**src/rtl/led_frame_scheduler.sv**
```systemverilog
// Streams a register-based pixel store to a WS2812 driver once per refresh tick,
// then holds the strip latch gap; counts completed frames and refresh overruns.
module led_frame_scheduler #(
    parameter int NUM_LEDS     = 72,
    parameter int FRAME_CYCLES = 1_666_667,
    parameter int LATCH_CYCLES = 8_000
) (
    input  logic        clk_100mhz,
    input  logic        rst_n,
    input  logic        pix_valid,
    input  logic [6:0]  pix_index,
    input  logic [23:0] pix_rgb,
    output logic        drv_valid,
    output logic [23:0] drv_data,
    output logic        drv_last,
    input  logic        drv_ready,
    output logic        frame_start,
    output logic        busy,
    output logic [15:0] frame_count,
    output logic [7:0]  overrun_count,
    output logic [1:0]  fsm_state
);

    localparam int IW = (NUM_LEDS > 1) ? $clog2(NUM_LEDS) : 1;
    localparam int TW = (FRAME_CYCLES > 2) ? $clog2(FRAME_CYCLES) : 1;
    localparam int LW = (LATCH_CYCLES > 2) ? $clog2(LATCH_CYCLES) : 1;
    localparam logic [6:0]    LAST_IDX  = 7'(NUM_LEDS - 1);
    localparam logic [7:0]    NUM_LEDS8 = 8'(NUM_LEDS);
    localparam logic [TW-1:0] TICK_AT   = TW'(FRAME_CYCLES - 1);
    localparam logic [LW-1:0] LATCH_END = LW'(LATCH_CYCLES - 1);

    typedef enum logic [1:0] {
        IDLE  = 2'd0,
        SEND  = 2'd1,
        LATCH = 2'd2
    } state_t;

    state_t        state, state_d;
    logic          pending, pending_d;
    logic [6:0]    rd_idx, rd_idx_d;
    logic [TW-1:0] timer;
    logic [LW-1:0] latch_cnt, latch_d;
    logic          valid_d;
    logic [23:0]   data_d;
    logic          fstart_d;
    logic [15:0]   fcount_d;
    logic [7:0]    ovr_d;
    logic          start_frame;
    logic          tick;
    logic          wr_en;
    logic [IW-1:0] next_idx;
    logic [23:0]   store [NUM_LEDS];

    assign tick      = (timer == TICK_AT);
    assign wr_en     = pix_valid && ({1'b0, pix_index} < NUM_LEDS8);
    assign next_idx  = rd_idx[IW-1:0] + IW'(1);
    assign busy      = (state != IDLE);
    assign drv_last  = drv_valid && (rd_idx == LAST_IDX);
    assign fsm_state = state;

    // Handshake: a beat transfers on any cycle with drv_valid && drv_ready; while
    // drv_valid is high and drv_ready low, drv_data/drv_last do not change.
    always_comb begin
        state_d     = state;
        pending_d   = pending;
        rd_idx_d    = rd_idx;
        latch_d     = latch_cnt;
        valid_d     = drv_valid;
        data_d      = drv_data;
        fstart_d    = 1'b0;
        fcount_d    = frame_count;
        ovr_d       = overrun_count;
        start_frame = 1'b0;

        // Only one frame can be queued; later ticks are merely counted.
        if (tick && (state != IDLE)) begin
            pending_d = 1'b1;
            if (overrun_count != 8'hFF) begin
                ovr_d = overrun_count + 8'd1;
            end
        end

        case (state)
            IDLE: begin
                if (tick || pending) begin
                    start_frame = 1'b1;
                end
            end
            SEND: begin
                if (drv_valid && drv_ready) begin
                    if (rd_idx == LAST_IDX) begin
                        valid_d  = 1'b0;
                        fcount_d = frame_count + 16'd1;
                        latch_d  = '0;
                        state_d  = LATCH;
                    end else begin
                        rd_idx_d = rd_idx + 7'd1;
                        data_d   = store[next_idx];
                    end
                end
            end
            LATCH: begin
                if (latch_cnt == LATCH_END) begin
                    if (pending_d) begin
                        start_frame = 1'b1;
                    end else begin
                        state_d = IDLE;
                    end
                end else begin
                    latch_d = latch_cnt + LW'(1);
                end
            end
            default: state_d = IDLE;
        endcase

        // Store reads are asynchronous, so a same-cycle write is not yet visible here.
        if (start_frame) begin
            state_d   = SEND;
            data_d    = store[0];
            rd_idx_d  = '0;
            valid_d   = 1'b1;
            fstart_d  = 1'b1;
            pending_d = 1'b0;
        end
    end

    always_ff @(posedge clk_100mhz) begin
        if (!rst_n) begin
            state         <= IDLE;
            pending       <= 1'b0;
            rd_idx        <= '0;
            timer         <= '0;
            latch_cnt     <= '0;
            drv_valid     <= 1'b0;
            drv_data      <= '0;
            frame_start   <= 1'b0;
            frame_count   <= '0;
            overrun_count <= '0;
            for (int i = 0; i < NUM_LEDS; i++) begin
                store[i] <= '0;
            end
        end else begin
            state         <= state_d;
            pending       <= pending_d;
            rd_idx        <= rd_idx_d;
            timer         <= tick ? '0 : timer + TW'(1);
            latch_cnt     <= latch_d;
            drv_valid     <= valid_d;
            drv_data      <= data_d;
            frame_start   <= fstart_d;
            frame_count   <= fcount_d;
            overrun_count <= ovr_d;
            if (wr_en) begin
                store[pix_index[IW-1:0]] <= pix_rgb;
            end
        end
    end

endmodule
```
**config.mk**
```make
export PLATFORM = sky130hd
export DESIGN_NAME = led_frame_scheduler
export DESIGN_NICKNAME = d
export VERILOG_FILES = /design/src/rtl/led_frame_scheduler.sv
export SDC_FILE = /design/constraint.sdc
export NUM_CORES = 2
export LEC_CHECK = 0
export CORE_ASPECT_RATIO = 0.5
export CORE_MARGIN = 8
export CORE_UTILIZATION = 25
export CTS_CLUSTER_DIAMETER = 60
export DETAILED_ROUTE_END_ITERATION = 16
export DONT_BUFFER_PORTS = 1
export GPL_TIMING_DRIVEN = 0
export SLEW_MARGIN = 5
export SYNTH_ARGS = -nofsm -noshare
export SYNTH_HDL_FRONTEND = slang
export SYNTH_SLANG_ARGS = --single-unit
```
**constraint.sdc**
```tcl
create_clock -name clk_100mhz -period 4.3 [get_ports clk_100mhz]
set_input_delay 0.645 -clock clk_100mhz [delete_from_list [all_inputs] [get_ports clk_100mhz]]
set_output_delay 0.645 -clock clk_100mhz [all_outputs]
set_load 0.01 [all_outputs]
```
; ---- Word-level counts from Yosys, hierarchy flattened
; Memory sizes are Yosys's and may differ from the RTL's.
; Index checks and enable logic that the tools add are counted.
[op_classes]
order_cmp = 1
n_mux = 31
eq_ne = 17
add_sub_neg = 5
n_bitwise = 3
n_reduce_logical = 22
[ops]
columns = op, count
row1 = two-way mux 24 bit, 5
row2 = two-way mux 13 bit, 3
row3 = case mux 13 bit (2 select lines), 1
row4 = OR reduction 24 bit, 1
row5 = "adder 21 x 1 -> 21 bit, second input constant", 1
row6 = "== test 21 bit, second input constant", 1
row7 = "adder 16 x 1 -> 16 bit, second input constant", 1
row8 = two-way mux 1 bit, 15
row9 = "!= test 2 bit, second input constant", 7
row10 = "adder 13 x 1 -> 13 bit, second input constant", 1
row11 = "== test 13 bit, second input constant", 1
row12 = "!= test 3 bit, second input constant", 4
row13 = AND reduction 3 bit, 4
row14 = AND reduction 5 bit, 2
row15 = nonzero test 2 bit, 5
row16 = "adder 8 x 1 -> 8 bit, second input constant", 1
row17 = two-way mux 2 bit, 4
row18 = "!= test 8 bit, second input constant", 1
row19 = "adder 7 x 1 -> 7 bit, second input constant", 1
row20 = "== test 7 bit, second input constant", 1
row21 = "less-than comparator 7 bit, second input constant", 1
row22 = two-way mux 7 bit, 1
row23 = case mux 2 bit (3 select lines), 1
row24 = logical AND 1 bit, 4
row25 = 9 further kinds, 12
[word_totals]
elab_cells = 91
ram_bits = 1728
n_memories = 1
in_bits = 35
reg_bits = 94
out_inout_bits = 54
[memory_table]
columns = name, depth, width, read_ports, rd_clocked_by_memory_dff, wr, line_no
row1 = store, 72, 24, 2, 0, 72, 52  ; logic [23:0] store [NUM_LEDS];

; ---- Logic depth before layout (Yosys ltp)
[logic_depth]
depth_word = 8
ltp_mapped = 11
mapped_depth_nobuf = 8

; ---- Least setup slack after synthesis
; No wires, ideal clock.
[synth_path]
path_kind = input to register
start = input rst_n
end = memory store[42][0], enable pin
path_stages = 8
path_slack_ns = 0.244
path_buffers = 4
t_arrival_ns = 3.618
setup_ns = 0.438
t_required_ns = 3.862
path_cell_list = clkbuf_1 -> and3_1 -> buf_2 -> nor2b_1 -> buf_2 -> nand3b_1 -> clkbuf_1 -> o21ai_0
[synth_lines]
columns = element, line_no
row1 = "start, declared", 9  ; input logic rst_n,
row2 = "end, declared", 52

; ---- Worst setup path in the final report
[layout_path]
start = register rd_idx[1]
end = register drv_data[6]
[layout_between]
elab_chain_len = 6
word_cells_on_any_way = 9
cone_classes = 1 x add/sub / 2 x eq/ne / 4 x mux / 1 x reduce/logical / 1 x memory
[layout_lines]
columns = element, line_no
row1 = "start, declared", 40  ; logic [6:0] rd_idx, rd_idx_d;
row2 = "start signal, assigned", 145  ; rd_idx <= rd_idx_d;
row3 = adder 7 x 1 -> 7 bit, 56  ; assign next_idx = rd_idx[IW-1:0] + IW'(1);
row4 = via next_idx[1], 51  ; logic [IW-1:0] next_idx;
row5 = memory (72 x 24 bit), n/a
row6 = two-way mux 24 bit, 91  ; if (rd_idx == LAST_IDX) begin
row7 = two-way mux 24 bit, 90  ; if (drv_valid && drv_ready) begin
row8 = two-way mux 24 bit, 83  ; case (state)
row9 = two-way mux 24 bit, 117  ; if (start_frame) begin
row10 = "end signal, assigned", 149  ; drv_data <= data_d;
row11 = "end, declared", 14  ; output logic [23:0] drv_data,
; The timed path passes the listed nets, and every way through them passes these cells. The select of a mux whose other input is x is not followed.
; A chain may end at the register's enable or synchronous reset.

==> metrics.txt <==
outcome finished with violations; failing checks negative setup slack; CTS Sinks 3166; sequential share of the synthesized area 70.1%; CTS root buf clkbuf_16; H-tree depth 5; Synth top area share 68.7%; Layout area overhead 20.7%; Worst Max-Slew Pin Slew 1.46 ns; Worst setup SP type flip-flop; Die Wd 1050 um; maximum fanout along the worst path 10; core box area 535000 um2; critical path arrival 5.18 ns; critical path, cell by cell ha_1 > buf_2 > buf_4 > buf_2 > clkbuf_1 > mux4_2 > mux4_2 > mux2i_1 > mux2_2 > o2111ai_1; setup ws final -0.0879 ns; Clock Skews 0.0482 ns; fin cells 16600; clk buf depth 4; final net count 9168; fraction of registers with async set/reset 0%; minimum clock period 4.39 ns; crit-path leading delay family buffers and inverters; Max VDD drop 0.305 mV; worst r2r src rd_idx[1]$_SDFFE_PP0P_; final setup violation count 27; Reg clk slew, reported paths 0.06 ns; fmax 228 MHz; RSZ-0062 raised after global routing no; initial antenna violation count 31; drt first pass iters 6; top layer used by detailed routing met5; fin. max-slew vios 0; largest net degree at the start of global routing 57; Final period util 102%; Design Area, Final 162000 um2; most common cell after layout, fill and taps aside edfxtp_1; hold_sp pix_rgb[3]; via count 73600; slowest cell on the critical path clkbuf_1; Power Total 0.0672 W; crit path capture type flip-flop; Die Ht 534 um; Cell Area, Synth 134000 um2; metal1 wirelength 155000 um; first-pass GRT wire length 560000 um; met3 WL 35800 um; Primary FF master, synth edfxtp_1; Via density 4.43; share of cells above drive strength 1 19.2%; # IOs 89; Post-synth EDFFs 3072; worst reg2reg setup slack -0.09 ns; CTS Buf Count 336; # DRC 0; Avg Inst Size Synth 18.3 um2; DP Area 151000 um2; DRT antenna net count 0; # rows 190; Yosys Warn Count 0; GRT Overall Usage 13.9%; Hold Crit Class input port to flip-flop; vias in the first global route 73500; PortBufs 0; worst relative slew slack 2.81%; placed insts 16000; Routed met2 length 189000 um; Post-Route WL 404000 um; DP Wirelength 282000 um; top cells by area, synth edfxtp_1 69%, mux4_2 16%, and2_1 8.2%; Setup WS pre-CTS -1.14 ns; Unique masters post-synth 60; Buf/Inv on CP 4; Critical Path RT 5.09 ns; Congestion Overflow GR 0; Post-Syn Instances 7340; CTS tree yes; GPL Wtd Cong 0.936; drt initial violations 8968; crit path kind flip-flop to flip-flop; max-cap viol count 0; Worst-Skew Late Latency 0.93 ns; Crit. Startpoint rd_idx[1]$_SDFFE_PP0P_; wire per inst 24.3 um; Yosys reg bits 3166; Starting Density 25.1%; PwrDens 414 nW/um2; Worst path max stage delay 0.83 ns; die area 562000 um2; Fin. Hold Viols 0; Yosys top cell by area edfxtp_1; commonest non-fill, non-tap cells in the layout 3072 x edfxtp_1, 1751 x and2_1, 1344 x conb_1, 952 x mux4_2, 501 x clkbuf_1; LEAKAGE 54.3 nW
## per-stage QoR
stage | utilization [%] | TNS [ns] | hold WS (ns)
global route | 30.3 | 0 | 0.0460
detailed placement | 28.2 | -1002.31 | 0.457
global placement | 27.7 | -5899.26 | 0.451
CTS | 30.3 | 0 | 0.0113
floorplan | - | 0 | 0.431
finish | 30.3 | -1.44 | 0.0777
## flip-flops by register name, indices dropped and copies added, names as in the netlist
| signal | count |
|---|---|
| fsm_state | 2 |
| frame_count | 16 |
| rd_idx | 7 |
| drv_valid | 1 |
| drv_data | 24 |
| timer | 21 |
| latch_cnt | 13 |
| overrun_count | 8 |
| store | 3072 |
| pending | 1 |
| frame_start | 1 |
## worst paths after layout
check                           cells after the start                        to
worst max register to register                     10  drv_data[6]$_SDFFE_PN0P_
worst min-delay path                                1   store[111][3]$_DFFE_PP_
worst min register to register                      2        pending$_SDFF_PP0_
worst max-delay path                               10  drv_data[6]$_SDFFE_PN0P_
## routing by layer
| metal | up-vias | global-route usage [%] |
|---|---|---|
| met2 | 3120 | 22.7 |
| met4 | 4 | 7.02 |
| met5 | - | 0 |
| li1 | 30700 | - |
| met1 | 38900 | 17.4 |
| met3 | 762 | 3.17 |
## synthesized netlist by cell type, drive strengths merged, types with 6 or more instances
cell and n:
a21boi 6, a21o 44, a31oi 24, and2 1751, and3 16, and4 30, buf 173, clkbuf 465
dfxtp 94, edfxtp 3072, ha 6, inv 11, mux2 23, mux2i 48, mux4 952, nand2 183
nand3 36, nand3b 7, nand4 11, nand4b 7, nor2 131, nor2b 7, nor3 11, nor4 15
o2111ai 23, o21ai 101, xnor2 37, xor2 23
## cells by family (layout without fill, tap and decap cells)
| logic type | Yosys count | in the layout | synth area share, % |
|---|---|---|---|
| DFF | 3166 | 3166 | 70.1 |
| and+or+nand+nor | 2223 | 2223 | 9.86 |
| muxes | 1023 | 1023 | 16.5 |
| buffers and inverters | 649 | 1356 | 2.09 |
| AOI/OAI and AO/OA | 212 | 212 | 0.999 |
| xor gates and xnor gates | 60 | 60 | 0.397 |
| adders and majority gates | 6 | 6 | 0.0559 |
| other | 1 | 1363 | 0.00279 |
## repair_timing
item,in CTS,in global routing
endpoints found under the hold margin,1345,0
hold buffers,25,0
gates resized for setup,21,10
endpoints found under the setup margin,45,18
setup buffers,2,3
cloned,0,0
pin swaps,0,0
## report_power, final
group	switching, W	internal, W	leakage [nW]	total (W)
Clock	0.0122	0.0157	5.07	0.0280
Combinational	0.00187	0.00108	18.9	0.00295
Sequential	0.000469	0.0358	30.3	0.0363
## final cells by class
type | instances | area (um2)
Buffer | 638 | 2860
Fill cell | 52700 | 373000
Sequential cell | 3166 | 94100
Antenna cell | 19 | 47.5
Clock inverter | 176 | 1390
Clock buffer | 425 | 8960
Inverter | 11 | 41.3
Tap cell | 7200 | 9010
Timing Repair Buffer | 106 | 2400
Multi-Input combinational cell | 4868 | 43200
Power figures use the tool's default switching activity.
